`src/rtl/tdm_pkg.sv`:
```
// Shared types and helpers for the 4-lane TDM receive path.
package tdm_pkg;

  localparam int DEF_DATA_W      = 1;
  localparam int DEF_NUM_LANES   = 4;
  localparam int DEF_LOCK_FRAMES = 2;
  localparam int SLOT_W          = $clog2(DEF_NUM_LANES);

  typedef enum logic {
    HUNT = 1'b0,
    RUN  = 1'b1
  } state_t;

  // Lane k occupies bits [k*w +: w] of a flattened frame.
  function automatic int lane_lo(input int k, input int w);
    return k * w;
  endfunction

endpackage

```
`src/rtl/tdm_slot_counter.sv`:
```
// Modulo-NUM_LANES slot counter; sel is the slot the next valid beat lands in.
// Zero-cycle decode of last_slot; advances only on inc/load, so idle cycles freeze it.
module tdm_slot_counter
  import tdm_pkg::*;
#(
  parameter int NUM_LANES = DEF_NUM_LANES,
  parameter int SW        = $clog2(DEF_NUM_LANES)
) (
  input  logic          clk,
  input  logic          rst,
  input  logic          inc,
  input  logic          load0,
  input  logic          load1,
  output logic [SW-1:0] sel,
  output logic          last_slot
);

  assign last_slot = (sel == SW'(NUM_LANES - 1));

  always_ff @(posedge clk) begin
    if (rst) begin
      sel <= '0;
    end else if (load0) begin
      sel <= '0;
    end else if (load1) begin
      sel <= SW'(1);
    end else if (inc) begin
      sel <= last_slot ? '0 : sel + SW'(1);
    end
  end

endmodule

```
`src/rtl/tdm_demux4.sv`:
```
// TDM frame rebuilder: slot tracking, lane capture, SOF alignment and lock status.
// out_valid/frame_err pulse one cycle after the deciding beat; no backpressure, din_valid=0 stalls.
module tdm_demux4
  import tdm_pkg::*;
#(
  parameter int DATA_W      = DEF_DATA_W,
  parameter int NUM_LANES   = DEF_NUM_LANES,
  parameter int LOCK_FRAMES = DEF_LOCK_FRAMES
) (
  input  logic                          clk,
  input  logic                          rst,
  input  logic                          din_valid,
  input  logic [DATA_W-1:0]             din,
  input  logic                          sof,
  output logic [$clog2(NUM_LANES)-1:0]  sel,
  output logic [NUM_LANES*DATA_W-1:0]   out_data,
  output logic                          out_valid,
  output logic                          frame_err,
  output logic                          locked
);

  localparam int SW = $clog2(NUM_LANES);
  localparam int CW = $clog2(LOCK_FRAMES + 1);
  localparam int FW = NUM_LANES * DATA_W;

  state_t          state;
  logic [FW-1:0]   lanes;
  logic [FW-1:0]   lanes_nxt;
  logic [CW-1:0]   good_cnt;
  logic [SW-1:0]   wr_lane;
  logic            last_slot;
  logic            inc;
  logic            load0;
  logic            load1;
  logic            wr_en;
  logic            err;
  logic            done;
  logic            to_run;
  logic            to_hunt;

  tdm_slot_counter #(
    .NUM_LANES (NUM_LANES),
    .SW        (SW)
  ) u_slot (
    .clk       (clk),
    .rst       (rst),
    .inc       (inc),
    .load0     (load0),
    .load1     (load1),
    .sel       (sel),
    .last_slot (last_slot)
  );

  always_comb begin
    inc     = 1'b0;
    load0   = 1'b0;
    load1   = 1'b0;
    wr_en   = 1'b0;
    err     = 1'b0;
    done    = 1'b0;
    to_run  = 1'b0;
    to_hunt = 1'b0;
    if (din_valid) begin
      unique case (state)
        HUNT: begin
          if (sof) begin
            load1  = 1'b1;
            wr_en  = 1'b1;
            to_run = 1'b1;
          end
        end
        RUN: begin
          if (sof) begin
            // A marker anywhere restarts the frame at lane 0; off slot 0 it is an error.
            load1 = 1'b1;
            wr_en = 1'b1;
            err   = (sel != '0);
          end else if (sel == '0) begin
            err     = 1'b1;
            load0   = 1'b1;
            to_hunt = 1'b1;
          end else begin
            wr_en = 1'b1;
            inc   = 1'b1;
            done  = last_slot;
          end
        end
        default: ;
      endcase
    end
  end

  always_comb begin
    wr_lane   = load1 ? '0 : sel;
    lanes_nxt = lanes;
    if (wr_en) begin
      lanes_nxt[lane_lo(int'(wr_lane), DATA_W) +: DATA_W] = din;
    end
  end

  always_ff @(posedge clk) begin
    if (rst) begin
      state     <= HUNT;
      lanes     <= '0;
      out_data  <= '0;
      out_valid <= 1'b0;
      frame_err <= 1'b0;
      good_cnt  <= '0;
      locked    <= 1'b0;
    end else begin
      out_valid <= done;
      frame_err <= err;
      lanes     <= lanes_nxt;
      if (done) begin
        out_data <= lanes_nxt;
      end
      if (to_run) begin
        state <= RUN;
      end else if (to_hunt) begin
        state <= HUNT;
      end
      if (err) begin
        good_cnt <= '0;
      end else if (done && (good_cnt != CW'(LOCK_FRAMES))) begin
        good_cnt <= good_cnt + CW'(1);
      end
      // Lock follows the registered count, so it rises the cycle after the qualifying pulse.
      locked <= err ? 1'b0 : (good_cnt == CW'(LOCK_FRAMES));
    end
  end

endmodule

```
`config.mk`:
```
export PLATFORM = sky130hd
export DESIGN_NAME = tdm_demux4
export DESIGN_NICKNAME = d
export VERILOG_FILES = /design/src/rtl/tdm_pkg.sv /design/src/rtl/tdm_slot_counter.sv /design/src/rtl/tdm_demux4.sv
export SDC_FILE = /design/constraint.sdc
export NUM_CORES = 1
export LEC_CHECK = 0
export BUFFER_PORTS_ARGS = -buffer_cell sky130_fd_sc_hd__buf_4
export CORE_ASPECT_RATIO = 1.2
export CORE_MARGIN = 5
export CORE_UTILIZATION = 52
export DETAILED_ROUTE_END_ITERATION = 10
export HOLD_SLACK_MARGIN = 0.05
export PLACE_DENSITY = 0.75
export REMOVE_ABC_BUFFERS = 1
export SLEW_MARGIN = 20
export SYNTH_ARGS = -nofsm -noshare
export SYNTH_HDL_FRONTEND = slang
export SYNTH_HIERARCHICAL = 1
export SYNTH_SLANG_ARGS = --single-unit
```
`constraint.sdc`:
```
create_clock -name clk -period 3.7 [get_ports clk]
set_input_delay 0.185 -clock clk [delete_from_list [all_inputs] [get_ports clk]]
set_output_delay 0.185 -clock clk [all_outputs]
set_load 0.02 [all_outputs]
```
# --- Yosys cells after proc, flatten, opt, wreduce, memory -nomap -nowiden ---
# Cells that the tools add are included.
word_totals:
  ff_bits: 16
  output_inout_bits: 9
classes:
  addsub: 3
  n_eq_ne: 3
  shift: 2
  n_mux: 30
  bitwise_logic: 1
  reduce_logical: 8
ops:
  columns: ["cell", "n"]
  rows:
  - ["negation 2 -> 33 bit", 1]
  - ["variable shift 1 x 33 -> 4 bit (first input constant)", 1]
  - ["indexed part select 1 x 33 -> 4 bit", 1]
  - ["two-way mux 1 bit", 25]
  - ["nonzero test 2 bit", 3]
  - ["adder 2 x 1 -> 2 bit (second input constant)", 2]
  - ["bitwise mux 4 bit", 1]
  - ["== test 2 bit (second input constant)", 2]
  - ["two-way mux 2 bit", 2]
  - ["two-way mux 4 bit", 1]
  - ["OR reduction 2 bit", 2]
  - ["OR reduction 3 bit", 1]
  - ["zero test 2 bit", 1]
  - ["inequality test 2 bit (second input constant)", 1]
  - ["case mux 1 bit (2 select lines)", 1]
  - ["logical AND 1 bit", 1]
  - ["inverter 1 bit", 1]

# --- Depth between registers and ports, before layout ---
# Gate-level depths: netlist of the first run.
depth:
  ltp_word: 7
  mapped_depth: 8
  depth_no_buf: 7

# --- Modules after synthesis ---
# Netlist of the first run, hierarchy kept.
by_module_without_submodules:
  columns: ["module", "instances", "cells_per_inst", "area_each_um2", "seq_area_each_um2"]
  rows:
  - ["tdm_demux4", 1, 78, 750.7, 280.3]
  - ["tdm_slot_counter", 1, 9, 95.1, 40.0]

# --- Worst setup path before layout of the first run ---
# No wires, ideal clock.
synth_path:
  path_type: "reg-to-reg"
  start: "register u_slot.sel[0]"
  end: "register out_data[2]"
  arrival_ns: 1.714
  t_required_ns: 3.621
  slack_ns: 1.906
  stages_incl_launch_ff: 6
  synth_period_minus_slack_ns: 1.794
  cell_sequence: "dfxtp_1 a21bo_2 ha_1 nor4_2 mux2i_1 a211oi_2"
synth_via:
  elab_chain_len: 6
  elab_cells_between_ends: 16
  cone_classes: "1 x add/sub; 1 x eq/ne; 2 x shift; 11 x mux; 1 x reduce/logical"
synth_lines:
  columns: ["element", "line", "source"]
  rows:
  - ["from (decl)", "tdm_slot_counter.sv:14", "output logic [SW-1:0] sel,"]
  - ["from (signal assigned)", "tdm_slot_counter.sv:28", "sel <= last_slot ? '0 : sel + SW'(1);"]
  - ["zero test 2 bit", "tdm_demux4.sv:78", "end else if (sel == '0) begin"]
  - ["two-way mux 1 bit", "tdm_demux4.sv:78", null]
  - ["two-way mux 1 bit", "tdm_demux4.sv:73", "if (sof) begin"]
  - ["case mux 1 bit (2 select lines)", "tdm_demux4.sv:64", "unique case (state)"]
  - ["two-way mux 1 bit", "tdm_demux4.sv:63", "if (din_valid) begin"]
  - ["two-way mux 4 bit", "tdm_demux4.sv:96", "if (wr_en) begin"]
  - ["to (signal assigned)", "tdm_demux4.sv:115", "out_data <= lanes_nxt;"]
  - ["to (decl)", "tdm_demux4.sv:16", "output logic [NUM_LANES*DATA_W-1:0] out_data,"]
# Parallel ways exist; a longest one is shown, timed or not.
# A chain may end at the register's enable or synchronous reset.

# --- Final worst setup path of the first run ---
# Ends and elaborated chain as after synthesis.

==> out/summary.txt, run 1 <==
CTS tree = yes
Die Footprint = 0.00254 mm²
Initial Util = 0.535
Root buffer cell = clkbuf_4
Area growth syn-to-layout = 15.8%
Nets = 114
Register area share after synthesis = 0.379
Crit Path Category = reg2reg
Total CTS buffers = 3
Yosys top cell by area = dfxtp_1
Fin crit share = 0.492
Synth top area share = 0.379
Data arrival, critical path = 2.03 ns
Max Fanout on Critical Path = 10
Yosys reg bits = 16
RSZ-0062 raised after global routing = no
PwrDens = 332 mW/mm²
Asr flop ratio synth = 0
Final Power = 325 µW
# hold bufs at CTS = 0
Routed len/inst = 12.6 µm
Top-count cell post-synth = dfxtp_1
CTS H-tree lvls = 1
Fin. Hold Viols = 0
Reg clk slew, reported paths = 0.09 ns
Required time of the worst setup path = 3.91 ns
XOR/XNOR share of the synthesized area = 0.0104
Number of antenna diodes = 0
Status = complete, no violations
RD Place Congestion = 0.774
Global-route wire length before repair = 2640 µm
Syn Area/Cell = 9.72 µm²
Synth Instances = 87
Worst Skew = 0.000919 ns
Gr ovfl total = 0
Number of post-CTS setup repair buffers = 0
HP Class = in2reg
Worst Max-Slew Pin Slew = 0.505 ns
R2r setup slk = 1.88 ns
IO Count = 14
Synthesized cell area = 846 µm²
Setup TNS = 0 ns
Final ANT Viol Nets = 0
1st-iter DRT viols = 12
Vias in the first global route = 647
Total number of vias = 650
Total GRT Usage = 0.146
Slew Viols, Final = 0
Peak VDD IR = 0.313 mV
Simple-gate area share of the yosys netlist = 0.259
Vias/cell = 5.46
Drt first pass iters = 4
Share of layout cells above drive strength 1 = 0.248
Post-synth cell types = 31
DRC = 0
Commonest cells post-synth = dfxtp_1 (16), nor2_1 (15), ha_1 (7), inv_1 (7), mux2i_1 (6)
Final setup viols = 0
Number of port buffers = 13
Fraction of the mapped netlist area in adder cells = 0.104
Max Root-Sink Buffers = 2
Hold_ws = 0.166 ns
CTS sink cnt = 16
Skew-Pair Late Insertion Delay = 0.28 ns
CP Launch Type = register
Number of synthesized flops with an enable pin = 0
Leakage Power = 0.434 nW
Largest net degree at the start of global routing = 15
Setup crit end kind = register
Die span in y = 54.2 µm
Synth Area in Compound Gates = 0.120
Warnings from Yosys = 6
Post-DP HPWL = 1180 µm
Core area = 0.00158 mm²
Post-synthesis mux area share = 0.0710
Total Wirelength = 1500 µm
Initial antenna violation count = 0
Top cells by area, synth = dfxtp_1 (38%), ha_1 (10%), mux2i_1 (7.1%)
Fmax = 549 MHz
Site Rows = 16
Slew margin rel. = 0.661
CTS resizes = 0
Largest family of logic cells by synthesized area = simple AND/OR/NAND/NOR gates
Die X = 46.8 µm
Main synth FF type = dfxtp_1
Crit path time final = 1.82 ns
Max Cap Viol = 0
logic make-up (layout without fill, tap and decap cells):
logic type,after synthesis,after routing
simple gates,35,35
flops,16,16
compound gates,12,12
buf+inv,10,24
fa+ha+maj,7,7
mux,6,6
xor+xnor,1,1
registers in the layout, indices dropped and copies added (netlist names):
signal and cells:
frame_err 1, good_cnt 2, locked 1, out_valid 1, out_data 4, lanes 4, state 1, u_slot/sel 2
where the power goes:
group          internal (mW)  switching, mW  total [mW]  leakage, nW
Combinational         0.0138         0.0193      0.0331        0.284
Clock                 0.0599         0.0535       0.113       0.0210
Sequential             0.175        0.00437       0.179        0.129
Total                  0.248         0.0772       0.325        0.434
per-stage QoR:
step                cell area, µm²   util  setup WS, ns  cells
floorplan                      823      -          1.91     84
global placement               943  0.597          1.94    115
detailed placement             943  0.597          1.88    115
CTS                            980  0.619          1.85    119
global route                   980  0.619          1.68    119
finish                         980  0.619          1.88    119
critical path, cell delays in order, from the launching register on:
cell	delay, ns
dfxtp_1	0.52
a21bo_2	0.30
ha_1	0.33
nor4_2	0.26
mux2i_1	0.13
a211oi_2	0.21
worst paths after layout:
check	start	to	depth (start not counted)
max reg2reg	u_slot/sel[0]	out_data[2]	5
min reg2reg	lanes[3]	lanes[3]	2
min	rst	out_data[2]	2
max	u_slot/sel[0]	out_data[2]	5
final cells by class:
class / count / area, µm²
fillers: 146 / 602
repair buffers: 13 / 97.6
flip-flops and latches: 16 / 320
inverters: 7 / 26.3
clock buffers: 4 / 36.3
well taps: 18 / 22.5
multi-input cells: 61 / 477
placed cells by master (no fill, tap or decap), types with 2 or more instances in the layout:
| cell type | synthesis | layout |
|---|---|---|
| dfxtp_1 | 16 | 16 |
| nor2_1 | 15 | 15 |
| buf_4 | 1 | 13 |
| inv_1 | 7 | 7 |
| ha_1 | 7 | 7 |
| mux2i_1 | 6 | 6 |
| and3_1 | 3 | 3 |
| nor3_1 | 3 | 3 |
| a211oi_1 | 3 | 3 |
| clkbuf_4 | 0 | 3 |
| a21bo_2 | 2 | 2 |
| o2111ai_1 | 2 | 2 |
| nor3b_1 | 2 | 2 |
| nor4_1 | 2 | 2 |
layer usage:
metal  part of all wire  vias to the layer above  global-route usage  wire length, µm
li1                   -                      333                   -                -
met1               0.40                      298               0.169              597
met2               0.53                       15               0.249              789
met3              0.049                        4              0.0301               74
met4              0.022                        0              0.0691               33
met5                  0                        -                   0                0
No activity file was read; power rests on OpenSTA's default activity.
==> run 2, diff against run 1 <==
Settings changed: CORE_UTILIZATION 52 to 48, PLACE_DENSITY 0.75 to 0.72.
Clock period 3.7 ns to 1.5 ns, I/O delays scaled along.
==> out/summary.txt, run 2 (synthesized netlist as in run 1, its figures left out) <==
Status = complete, no violations
Crit-path max cell delay = 0.34 ns
Reg clk slew, reported paths = 0.09 ns
Vias in the first global route = 799
RD Place Congestion = 0.797
Area growth syn-to-layout = 44.7%
Total number of vias = 738
Site Rows = 16
Crit path time final = 1.48 ns
CP top delay family = compound AO/OA/AOI/OAI gates
Met1 Wirelength = 807 µm
DRC = 0
Data arrival, critical path = 1.69 ns
Fin. Hold Viols = 0
Final setup viols = 0
Vias/cell = 5.59
Gr ovfl total = 0
IO Count = 14
Number of port buffers = 13
Setup crit end kind = register
Worst Max-Slew Pin Slew = 0.324 ns
Final ANT Viol Nets = 0
Most frequent cells in the layout = buf_4 (23), nor2_1 (13), dfxtp_1 (13), inv_1 (6), mux2i_1 (5)
Post-DP HPWL = 1260 µm
PwrDens = 654 mW/mm²
Top routing layer used = met4
Core area = 0.00166 mm²
Placed Cells incl. Taps = 125
Number of antenna diodes = 0
CP Launch Type = register
CTS tree = yes
Non-Filler Instances = 132
Initial antenna violation count = 0
Root buffer cell = clkbuf_4
WL met2 = 1090 µm
Max Fanout on Critical Path = 4
1st-iter DRT viols = 8
Global-route wire length before repair = 3330 µm
Final Power = 800 µW
RSZ-0062 raised after global routing = yes
Share of layout cells above drive strength 1 = 0.500
Total CTS buffers = 3
Leakage Power = 0.520 nW
HP Class = in2reg
Total Wirelength = 2050 µm
Nets = 128
Routed len/inst = 15.6 µm
Skew-Pair Late Insertion Delay = 0.28 ns
CTS H-tree lvls = 1
Crit path cell chain = a21bo_4, ha_2, nand2b_4, nor4_4, mux2i_2, a211oi_2
R2r setup slk = 0.02 ns
Worst Skew = 0.000757 ns
Crit path buffers/inverters = 0
Slew Viols, Final = 0
Met3 WL = 85 µm
Fin crit share = 0.985
Required time of the worst setup path = 1.71 ns
Biggest regs = lanes (4), out_data (4)
Total GRT Usage = 0.152
CTS sink cnt = 16
Drt first pass iters = 3
Commonest non-fill, non-tap cell in the layout = buf_4
Slowest stage cell, crit path = dfxtp_2
Peak VDD IR = 0.542 mV
Die X = 48.3 µm
Initial Util = 0.509
Die Footprint = 0.00271 mm²
Max Root-Sink Buffers = 2
Max Cap Viol = 0
Slew margin rel. = 0.783
Die span in y = 56.0 µm
Fmax = 677 MHz
Crit Path Category = reg2reg
Largest net degree at the start of global routing = 15
==> run 2: routing by layer <==
metal,GRT usage,vias up
met5,0,-
met4,0.0711,0
met3,0.0322,7
met2,0.282,15
met1,0.157,356
li1,-,360
==> run 2: stage by stage <==
stage | hold slack, ns | cell area (µm²) | TNS (ns) | setup slack [ns] | utilization
floorplan | 0.140 | 823 | -1.14 | -0.294 | -
global placement | 0.295 | 1020 | -0.0409 | -0.0286 | 0.613
detailed placement | 0.294 | 1020 | -0.168 | -0.112 | 0.613
CTS | 0.0564 | 1130 | 0 | 0.000752 | 0.681
global route | 0.0626 | 1220 | -0.233 | -0.0737 | 0.736
finish | 0.0580 | 1220 | 0 | 0.0230 | 0.736
==> run 2: area by class of cell <==
cell class              count  area [µm²]
clock buffers               3        22.5
multi-input cells          61         609
fillers                   118         438
well taps                  18        22.5
inverters                   7        28.8
repair buffers             27         216
flip-flops and latches     16         324
==> run 2: where the power goes <==
group / total [mW] / internal, mW / switching [mW]
logic: 0.138 / 0.0634 / 0.0747
clock network: 0.223 / 0.0934 / 0.129
registers: 0.439 / 0.431 / 0.00808
==> run 2: path summary, 6_finish.rpt <==
check,startpoint,endpoint,cells past startpoint
setup / recovery,u_slot/sel[0],out_data[2],6
hold reg to reg,out_data[1],out_data[1],2
setup reg to reg,u_slot/sel[0],out_data[2],6
hold / removal,rst,out_data[2],2
==> run 2: repair_timing <==
| item | CTS | global route |
|---|---|---|
| setup buffers | 1 | 2 |
| hold buffers | 1 | 0 |
| pin swaps | 5 | 10 |
| hold endpoints to repair | 1 | 0 |
| endpoints found under the setup margin | 4 | 10 |
| resized for setup | 15 | 17 |
==> run 3, diff against run 2 <==
Settings changed: CORE_ASPECT_RATIO 1.2 to default, CTS_CLUSTER_SIZE from default to 10.
==> out/summary.txt, run 3 (synthesized netlist as in run 1, its figures left out) <==
Final Power = 849 µW
Crit-path max cell delay = 0.35 ns
Fmax = 652 MHz
Met1 Use GR = 0.152
Leakage Power = 0.511 nW
Vias in the first global route = 694
R2r setup slk = -0.03 ns
Die span in y = 52.0 µm
Site Rows = 15
HP Class = in2reg
Crit Path Category = reg2reg
Max Cap Viol = 0
Initial antenna violation count = 0
Vias/cell = 5.06
Worst setup path end = out_data[2]
CTS H-tree lvls = 1
Worst R2R End = out_data[2]
RSZ-0062 raised after global routing = yes
# fillers = 134
Gr busiest metal = met2
Setup crit end kind = register
Largest net degree at the start of global routing = 15
GR Layer Usage met2 = 0.257
Peak VDD IR = 0.528 mV
Gr ovfl total = 0
Worst Skew = 0.00301 ns
Total number of vias = 703
Required time of the worst setup path = 1.71 ns
Critical Path Source = u_slot/sel[0]
R2r worst-path depth = 6
Die X = 52.0 µm
R2r startpoint = u_slot/sel[0]
Reg clk slew, reported paths = 0.09 ns
IO Count = 14
Final ANT Viol Nets = 0
Fin. Hold Viols = 0
Area growth syn-to-layout = 41.3%
DRC = 0
Total CTS buffers = 3
Crit path cell chain = a21bo_4, ha_4, nand2b_4, nor4_4, mux2i_2, a211oi_2
Number of port buffers = 13
PwrDens = 710 mW/mm²
Most frequent cells in the layout = buf_4 (25), nor2_1 (14), dfxtp_1 (14), inv_1 (6), mux2i_1 (5)
Die Footprint = 0.00270 mm²
Skew-Pair Late Insertion Delay = 0.28 ns
1st-iter DRT viols = 10
Initial Util = 0.495
Global-route wire length before repair = 2830 µm
Multi-input logic area = 571 µm²
# hold bufs at CTS = 0
CTS tree = yes
Max Fanout on Critical Path = 3
Core area = 0.00171 mm²
Slowest stage cell, crit path = dfxtp_2
Dpl ws = -0.0996 ns
RD Place Congestion = 0.738
Total GRT Usage = 0.140
Hold_ws = 0.0602 ns
Final setup viols = 4
Storage cell area = 323 µm²
Status = finished with violations
Fin crit share = 1.02
Failing checks = negative setup slack
Biggest regs = lanes (4), out_data (4)
Total Wirelength = 1770 µm
Nets = 127
Worst Max-Slew Pin Slew = 0.381 ns
CTS sink cnt = 16
Data arrival, critical path = 1.74 ns
Post-DP HPWL = 1270 µm
Final setup margin = -0.0326 ns
Slew Viols, Final = 0
Root buffer cell = clkbuf_4
Commonest non-fill, non-tap cell in the layout = buf_4
Global Route met3 Usage = 0.0344
Slew margin rel. = 0.746
Share of layout cells above drive strength 1 = 0.474
Routed len/inst = 12.7 µm
CP Launch Type = register
Crit path time final = 1.53 ns
Number of antenna diodes = 0
Max Root-Sink Buffers = 2
Drt first pass iters = 2
run 3: layer usage:
layer  vias to the layer above  part of all wire
met5                         -                 0
met2                        14              0.47
li1                        361                 -
met1                       324              0.46
met4                         0             0.012
met3                         4             0.050
run 3: worst min-delay path by stage:
stage / startpoint / slack [ns] / depth (start not counted) / to
global route: rst / 0.06 / 2 / out_data[2]
global placement: rst / 0.36 / 2 / out_data[2]
floorplan: rst / 0.14 / 1 / out_data[2]
finish: rst / 0.06 / 2 / out_data[2]
CTS: rst / 0.05 / 2 / out_data[2]
detailed placement: rst / 0.36 / 2 / out_data[2]
run 3: layout make-up:
| type | count | area share |
|---|---|---|
| inverters | 7 | 0.0220 |
| multi-input cells | 61 | 0.477 |
| repair buffers | 26 | 0.174 |
| clock buffers | 4 | 0.0304 |
| flip-flops and latches | 16 | 0.270 |
| well taps | 25 | 0.0262 |
run 3: repair_timing:
action	CTS	global route
pin swaps	0	5
setup endpoints to repair	8	11
buffers inserted	1	1
gates resized for setup	10	10
run 3: metrics by stage:
stage                     TNS (ns)  instances  instance area, µm²   util
after detailed placement    -0.237        133                1030  0.606
after floorplan              -1.14         84                 823      -
after CTS                  -0.0486        138                1120  0.658
final                      -0.0888        139                1190  0.700
after global routing        -0.675        139                1190  0.700
after global placement      -0.104        133                1030  0.606
run 3: worst max-delay path, delay by kind of cell, from the launching register on:
family | cells | cell delay [ns]
AO/OA/AOI/OAI | 2 | 0.42
adder cells (fa/ha/maj) | 1 | 0.16
multiplexers | 1 | 0.12
AND/OR/NAND/NOR | 2 | 0.41
flip-flops | 1 | 0.35
run 3: where the power goes:
group	leakage [nW]	total (mW)	switching (mW)	internal, mW
registers	0.130	0.439	0.00826	0.431
logic	0.360	0.127	0.0669	0.0598
clock network	0.0210	0.283	0.135	0.148
